--- config.mk ---
export PLATFORM = sky130hd
export DESIGN_NAME = mem_port_arbiter_flat
export DESIGN_NICKNAME = d
export VERILOG_FILES = /design/src/rtl/mem_port_arbiter_pkg.sv /design/src/rtl/mem_port_arbiter_if.sv /design/src/rtl/mem_port_arbiter.sv /design/src/flat_wrapper.sv
export SDC_FILE = /design/constraint.sdc
export NUM_CORES = 1
export LEC_CHECK = 0
export CAP_MARGIN = 20
export CORE_AREA = 2 2 106 108
export CTS_CLUSTER_SIZE = 20
export DETAILED_ROUTE_END_ITERATION = 7
export DIE_AREA = 0 0 108 110
export GPL_TIMING_DRIVEN = 0
export PLACE_DENSITY_LB_ADDON = 0.05
export SLEW_MARGIN = 20
export SYNTH_ARGS = -nofsm -noshare
export SYNTH_HDL_FRONTEND = slang
export SYNTH_SLANG_ARGS = --single-unit
--- constraint.sdc ---
create_clock -name clk -period 4 [get_ports clk]
set_input_delay 0.6 -clock clk [delete_from_list [all_inputs] [get_ports clk]]
set_output_delay 0.6 -clock clk [all_outputs]
set_load 0.05 [all_outputs]
--- src/rtl/mem_port_arbiter_pkg.sv ---
// Shared types and limits for the instruction/data memory port arbiter.
package mem_arb_pkg;

  typedef enum logic [1:0] {
    ARB_IDLE,
    ARB_BUSY_I,
    ARB_BUSY_D
  } arb_state_t;

  typedef enum logic {
    GNT_IF,
    GNT_DM
  } grant_t;

  localparam int MEM_LAT_MAX = 15;

endpackage

--- src/rtl/mem_port_arbiter_if.sv ---
// Fetch, data and memory-side signals of the shared memory port.
interface mem_port_arbiter_if #(
  parameter int ADDR_W = 32,
  parameter int DATA_W = 32
);
  logic                  if_req;
  logic [ADDR_W-1:0]     if_addr;
  logic [DATA_W-1:0]     if_rdata;
  logic                  if_ready;
  logic                  if_stall;
  logic                  flush_if;
  logic                  dm_req;
  logic                  dm_we;
  logic [ADDR_W-1:0]     dm_addr;
  logic [DATA_W-1:0]     dm_wdata;
  logic [DATA_W/8-1:0]   dm_be;
  logic [DATA_W-1:0]     dm_rdata;
  logic                  dm_ready;
  logic                  dm_stall;
  logic                  mem_en;
  logic                  mem_we;
  logic [ADDR_W-1:0]     mem_addr;
  logic [DATA_W-1:0]     mem_wdata;
  logic [DATA_W/8-1:0]   mem_be;
  logic [DATA_W-1:0]     mem_rdata;

  modport slave (
    input  if_req, if_addr, flush_if, dm_req, dm_we, dm_addr, dm_wdata, dm_be, mem_rdata,
    output if_rdata, if_ready, if_stall, dm_rdata, dm_ready, dm_stall,
           mem_en, mem_we, mem_addr, mem_wdata, mem_be
  );

  modport master (
    output if_req, if_addr, flush_if, dm_req, dm_we, dm_addr, dm_wdata, dm_be, mem_rdata,
    input  if_rdata, if_ready, if_stall, dm_rdata, dm_ready, dm_stall,
           mem_en, mem_we, mem_addr, mem_wdata, mem_be
  );

endinterface

--- src/rtl/mem_port_arbiter.sv ---
// Arbitrates one fixed-latency memory between fetch and data ports; data wins,
// each access is sequenced by a latency down-counter and returns registered data.
module mem_port_arbiter
  import mem_arb_pkg::*;
#(
  parameter int ADDR_W  = 32,
  parameter int DATA_W  = 32,
  parameter int MEM_LAT = 2
) (
  input  logic               clk,
  input  logic               rst_n,
  mem_port_arbiter_if.slave  bus
);

  localparam int BE_W  = DATA_W / 8;
  localparam int CNT_W = $clog2(MEM_LAT + 1);
  localparam logic [CNT_W-1:0] LAT_M1 = CNT_W'(MEM_LAT - 1);

  if (MEM_LAT < 1 || MEM_LAT > MEM_LAT_MAX) begin : g_lat_chk
    $error("mem_port_arbiter: MEM_LAT out of range 1..15");
  end

  arb_state_t        state_q, state_d;
  logic [CNT_W-1:0]  cnt_q, cnt_d;
  logic              discard_q, discard_d;
  logic              if_ready_q, if_ready_d;
  logic              dm_ready_q, dm_ready_d;
  logic [DATA_W-1:0] if_rdata_q, if_rdata_d;
  logic [DATA_W-1:0] dm_rdata_q, dm_rdata_d;

  logic   idle;
  logic   dm_acc;
  logic   if_acc;
  logic   cnt_done;
  grant_t gnt;

  // Outputs are forced low while reset is asserted, even with requests held.
  assign idle     = rst_n && (state_q == ARB_IDLE);
  assign dm_acc   = idle && bus.dm_req && !dm_ready_q;
  assign if_acc   = idle && bus.if_req && !if_ready_q && !bus.flush_if && !dm_acc;
  assign gnt      = dm_acc ? GNT_DM : GNT_IF;
  assign cnt_done = (cnt_q == '0);

  always_comb begin
    bus.mem_en    = dm_acc || if_acc;
    bus.mem_we    = 1'b0;
    bus.mem_addr  = '0;
    bus.mem_wdata = '0;
    bus.mem_be    = '0;
    if (bus.mem_en) begin
      case (gnt)
        GNT_DM: begin
          bus.mem_we    = bus.dm_we;
          bus.mem_addr  = bus.dm_addr;
          bus.mem_wdata = bus.dm_wdata;
          bus.mem_be    = bus.dm_be;
        end
        default: bus.mem_addr = bus.if_addr;
      endcase
    end
  end

  always_comb begin
    state_d    = state_q;
    cnt_d      = cnt_q;
    discard_d  = discard_q;
    if_ready_d = 1'b0;
    dm_ready_d = 1'b0;
    if_rdata_d = if_rdata_q;
    dm_rdata_d = dm_rdata_q;
    case (state_q)
      ARB_IDLE: begin
        discard_d = 1'b0;
        if (dm_acc) begin
          if (bus.dm_we) begin
            // Stores complete without a wait state, leaving the port free next cycle.
            cnt_d      = '0;
            dm_ready_d = 1'b1;
          end else begin
            cnt_d   = LAT_M1;
            state_d = ARB_BUSY_D;
          end
        end else if (if_acc) begin
          cnt_d   = LAT_M1;
          state_d = ARB_BUSY_I;
        end
      end
      ARB_BUSY_I: begin
        if (cnt_done) begin
          state_d   = ARB_IDLE;
          discard_d = 1'b0;
          if (!(discard_q || bus.flush_if)) begin
            if_ready_d = 1'b1;
            if_rdata_d = bus.mem_rdata;
          end
        end else begin
          cnt_d = cnt_q - CNT_W'(1);
          if (bus.flush_if) discard_d = 1'b1;
        end
      end
      ARB_BUSY_D: begin
        if (cnt_done) begin
          state_d    = ARB_IDLE;
          dm_ready_d = 1'b1;
          dm_rdata_d = bus.mem_rdata;
        end else begin
          cnt_d = cnt_q - CNT_W'(1);
        end
      end
      default: state_d = ARB_IDLE;
    endcase
  end

  always_ff @(posedge clk or negedge rst_n) begin
    if (!rst_n) begin
      state_q    <= ARB_IDLE;
      cnt_q      <= '0;
      discard_q  <= 1'b0;
      if_ready_q <= 1'b0;
      dm_ready_q <= 1'b0;
      if_rdata_q <= '0;
      dm_rdata_q <= '0;
    end else begin
      state_q    <= state_d;
      cnt_q      <= cnt_d;
      discard_q  <= discard_d;
      if_ready_q <= if_ready_d;
      dm_ready_q <= dm_ready_d;
      if_rdata_q <= if_rdata_d;
      dm_rdata_q <= dm_rdata_d;
    end
  end

  assign bus.if_ready = if_ready_q;
  assign bus.dm_ready = dm_ready_q;
  assign bus.if_rdata = if_rdata_q;
  assign bus.dm_rdata = dm_rdata_q;
  assign bus.if_stall = rst_n && bus.if_req && !if_ready_q;
  assign bus.dm_stall = rst_n && bus.dm_req && !dm_ready_q;

  logic [BE_W-1:0] be_unused;
  assign be_unused = bus.mem_be;

endmodule

--- src/flat_wrapper.sv ---
// flat-port wrapper written by rule: the top's interface ports become plain ports
module mem_port_arbiter_flat import mem_arb_pkg::*;
#(
  parameter int ADDR_W  = 32,
  parameter int DATA_W  = 32,
  parameter int MEM_LAT = 2
)
  (clk, rst_n, bus_if_req, bus_if_addr, bus_flush_if, bus_dm_req, bus_dm_we, bus_dm_addr, bus_dm_wdata, bus_dm_be, bus_mem_rdata, bus_if_rdata, bus_if_ready, bus_if_stall, bus_dm_rdata, bus_dm_ready, bus_dm_stall, bus_mem_en, bus_mem_we, bus_mem_addr, bus_mem_wdata, bus_mem_be);
  mem_port_arbiter_if #(.ADDR_W(ADDR_W), .DATA_W(DATA_W)) bus_i ();
  input  logic clk;
  input  logic rst_n;
  input wire logic [$bits(bus_i.if_req)-1:0] bus_if_req;
  input wire logic [$bits(bus_i.if_addr)-1:0] bus_if_addr;
  input wire logic [$bits(bus_i.flush_if)-1:0] bus_flush_if;
  input wire logic [$bits(bus_i.dm_req)-1:0] bus_dm_req;
  input wire logic [$bits(bus_i.dm_we)-1:0] bus_dm_we;
  input wire logic [$bits(bus_i.dm_addr)-1:0] bus_dm_addr;
  input wire logic [$bits(bus_i.dm_wdata)-1:0] bus_dm_wdata;
  input wire logic [$bits(bus_i.dm_be)-1:0] bus_dm_be;
  input wire logic [$bits(bus_i.mem_rdata)-1:0] bus_mem_rdata;
  output wire logic [$bits(bus_i.if_rdata)-1:0] bus_if_rdata;
  output wire logic [$bits(bus_i.if_ready)-1:0] bus_if_ready;
  output wire logic [$bits(bus_i.if_stall)-1:0] bus_if_stall;
  output wire logic [$bits(bus_i.dm_rdata)-1:0] bus_dm_rdata;
  output wire logic [$bits(bus_i.dm_ready)-1:0] bus_dm_ready;
  output wire logic [$bits(bus_i.dm_stall)-1:0] bus_dm_stall;
  output wire logic [$bits(bus_i.mem_en)-1:0] bus_mem_en;
  output wire logic [$bits(bus_i.mem_we)-1:0] bus_mem_we;
  output wire logic [$bits(bus_i.mem_addr)-1:0] bus_mem_addr;
  output wire logic [$bits(bus_i.mem_wdata)-1:0] bus_mem_wdata;
  output wire logic [$bits(bus_i.mem_be)-1:0] bus_mem_be;
  assign bus_i.if_req = bus_if_req;
  assign bus_i.if_addr = bus_if_addr;
  assign bus_i.flush_if = bus_flush_if;
  assign bus_i.dm_req = bus_dm_req;
  assign bus_i.dm_we = bus_dm_we;
  assign bus_i.dm_addr = bus_dm_addr;
  assign bus_i.dm_wdata = bus_dm_wdata;
  assign bus_i.dm_be = bus_dm_be;
  assign bus_i.mem_rdata = bus_mem_rdata;
  assign bus_if_rdata = bus_i.if_rdata;
  assign bus_if_ready = bus_i.if_ready;
  assign bus_if_stall = bus_i.if_stall;
  assign bus_dm_rdata = bus_i.dm_rdata;
  assign bus_dm_ready = bus_i.dm_ready;
  assign bus_dm_stall = bus_i.dm_stall;
  assign bus_mem_en = bus_i.mem_en;
  assign bus_mem_we = bus_i.mem_we;
  assign bus_mem_addr = bus_i.mem_addr;
  assign bus_mem_wdata = bus_i.mem_wdata;
  assign bus_mem_be = bus_i.mem_be;
  mem_port_arbiter #(.ADDR_W(ADDR_W), .DATA_W(DATA_W), .MEM_LAT(MEM_LAT)) u_core (.clk(clk), .rst_n(rst_n), .bus(bus_i));
endmodule
==> impl_metrics.csv <==
group,metric,value,unit
pwr,p_leak,2.96,nW
pwr,pwr-share-comb,65.2,%
timing,rsz0062_at_grt,"false",
critical_path,worstSetupStartpointType,"input port",
synth,synth_top_area_cell,"dfrtp_1",
placement,globalplace.congestion,0.881,
pwr,swShare,48.7,%
grt,grt_pass1_vias,3536,
clock_tree,cts_setup_buffers,0,
pwr,power_frac_seq,23.0,%
status,status,"finished, final reports clean",
timing,postLayoutSetupSlackWorst,448,ps
placement,hpwl,10.8,mm
placement,dpl_worst_slack,508,ps
synth,synth_seq_area_share,47.0,%
pwr,switchingPower,2.65,mW
critical_path,path_max_fanout,10,
clock_tree,clock-sinks,71,
finish,final_nets,762,
critical_path,crit_required,3400,ps
finish,drive_above_1_share,20.0,%
timing,fin_skew,7.73,ps
route,ant_nets,0,
synth,synth_nets,475,
floorplanning,io_pins,276,
synth,synth_top_area_share,47.0,%
synth,ys_top_cells_by_area,"dfrtp_1 (47%), mux2_4 (12%), mux2_2 (10%)",
timing,fmax,282,MHz
grt,grtUsageTotal,22.0,%
timing,setup_tns,0,ps
synth,netlist_area,3780,um^2
synth,yosysUniqueCellTypes,35,
floorplanning,start_util,35.3,%
route,route.detailed.drc,0,
floorplanning,rows,38,
finish,antenna_cells,0,
placement,port_buffers,275,
flow_run,cap_violations,0,
finish,syn_to_final_growth,83.9,%
clock_tree,tritoncts,"yes",
timing,hold_violations,0,
synth,synth_common_cells,"dfrtp_1 (71), nand2_1 (61), and2_1 (36)",
synth,synthCells,332,
clock_tree,numCtsBuffers,9,
pwr,power_frac_clock,11.8,%
synth,synth_ff_type,"dfrtp_1",
synth,yosysMostFrequentCell,"dfrtp_1",
route,post_drt_wl_per_cell,17.9,um
timing,setup_viol,0,
clock_tree,cts_hold_buf,0,
floorplanning,core_area,10700,um^2
route,drt_iter0_markers,142,
clock_tree,cts-root-buf,"clkbuf_8",
timing,min_period,3550,ps
synth,synth_area_per_cell,11.4,um^2
route,wirelength,13.6,mm
placement,place_area,6730,um^2
timing,tightest_slew,623,ps
floorplanning,die_w,108,um
grt,grt_max_degree,49,
floorplanning,dieArea,11900,um^2
synth,synth-edff-count,0,
clock_tree,cts_buffer_depth,2,
hold_path,hp-class,"in2async",
timing,slew_violations,0,
clock_tree,cts-resized-gates,0,
critical_path,end_kind,"output pin",
pwr,vdd_drop_max,609,uV
clock_tree,h-tree-depth,3,
pwr,power,5.45,mW
grt,antenna_found_initial,0,
critical_path,arrival,2950,ps
timing,fin_crit_sh,88.8,%
grt,grt.overflow.total,0,
synth,async_flop_share,100,%
pwr,internal_power,2.79,mW
critical_path,crit_type,"in2out",
timing,slew_headroom,58.3,%
route,dr.pass1.iters,4,
synth,ys_ff_latch,71,
floorplanning,fp.dieH,110,um
grt,grt_pass1_wl,19.6,mm
finish,final_area,6950,um^2
route,viasPerCell,4.61,
clock_tree,clk_pin_slew_worst_paths,80,ps
route,vias,3522,
clock_tree,clock_latency,350,ps
pwr,power_density,784,nW/um^2
synth,ys_warn_count,0,
routing by layer:
metal	vias up	GRT usage, %	part of all wire [%]	routed length, um
met5	-	0	0	0
met4	0	9.98	3.1	417
met2	162	35.9	47	6420
met1	1656	26.2	40	5440
met3	26	7.82	10	1360
li1	1678	-	-	-
worst max-delay path, stage by stage:
cell and delay (ps):
clkdlybuf4s50_1 420, nand3b_1 170, inv_2 80, nand2_1 180, buf_2 270, nand2_1 90
o21ai_1 260, clkdlybuf4s50_1 880
power groups by stage:
stage          Sequential, mW  Combinational (mW)  Clock, mW
3_5_place_dp             1.26                3.57          0
6_report                 1.25                3.55      0.642
3_3_place_gp             1.24                3.54          0
2_1_floorplan            2.39                1.21          0
5_1_grt                  1.29                3.70      0.689
4_1_cts                  1.26                3.58      0.661
cell families after synthesis:
| logic type | Yosys count | share of synthesized area, % |
|---|---|---|
| adders and majority gates | 5 | 1.66 |
| AOI/OAI and AO/OA | 41 | 7.02 |
| buffers and inverters | 29 | 5.73 |
| DFF | 71 | 47.0 |
| and+or+nand+nor | 121 | 16.4 |
| muxes | 65 | 22.2 |
sequential cells by signal, indices dropped and copies added (netlist names):
name,flops
u_core.state_q,2
u_core.bus.if_ready,1
u_core.bus.dm_ready,1
u_core.bus.dm_rdata,32
u_core.bus.if_rdata,32
u_core.cnt_q,2
u_core.discard_q,1
worst paths after layout:
| path | start | endpoint | slack [ps] | depth (start not counted) |
|---|---|---|---|---|
| setup / recovery | bus_dm_req | bus_mem_addr[1] | 450 | 8 |
| hold / removal | rst_n | u_core.bus.if_rdata[27]$_DFFE_PN0P_ | 160 | 1 |
| setup reg to reg | u_core.cnt_q[0]$_DFFE_PN0P_ | u_core.bus.dm_rdata[14]$_DFFE_PN0P_ | 2270 | 5 |
| hold reg to reg | u_core.bus.dm_rdata[4]$_DFFE_PN0P_ | u_core.bus.dm_rdata[4]$_DFFE_PN0P_ | 510 | 1 |
| max in group asynchronous | rst_n | u_core.bus.if_rdata[7]$_DFFE_PN0P_ | 3290 | 2 |
| min in group clk | u_core.bus.dm_rdata[4]$_DFFE_PN0P_ | u_core.bus.dm_rdata[4]$_DFFE_PN0P_ | 510 | 1 |
per-stage QoR:
step,hold WS [ps],instances,util [%]
2_1_floorplan,304,332,-
3_3_place_gp,488,747,62.7
3_5_place_dp,492,748,62.9
4_1_cts,144,764,65.0
5_1_grt,170,764,65.0
6_report,155,764,65.0
area by class of cell:
type	instances	area (um^2)
fill	872	3750
timing repair buffer	276	2780
multi-input combinational	232	1790
clock buffer	9	124
tap	140	175
sequential	71	1780
inverter	7	26.3
clock inverter	7	95.1
buffer	22	190
cells in the final DEF, fill, tap and decap left out, types with 5 or more instances in the layout:
master           instances
ha_1                     5
nand2_2                 10
mux2_4                  29
o21ai_1                 19
dfrtp_1                 71
and2_1                  36
inv_1                    6
clkbuf_8                 9
buf_2                    9
mux2_2                  35
nand2_1                 61
clkdlybuf4s50_1        274
o21ai_2                 10
Power figures use the tool's default switching activity.
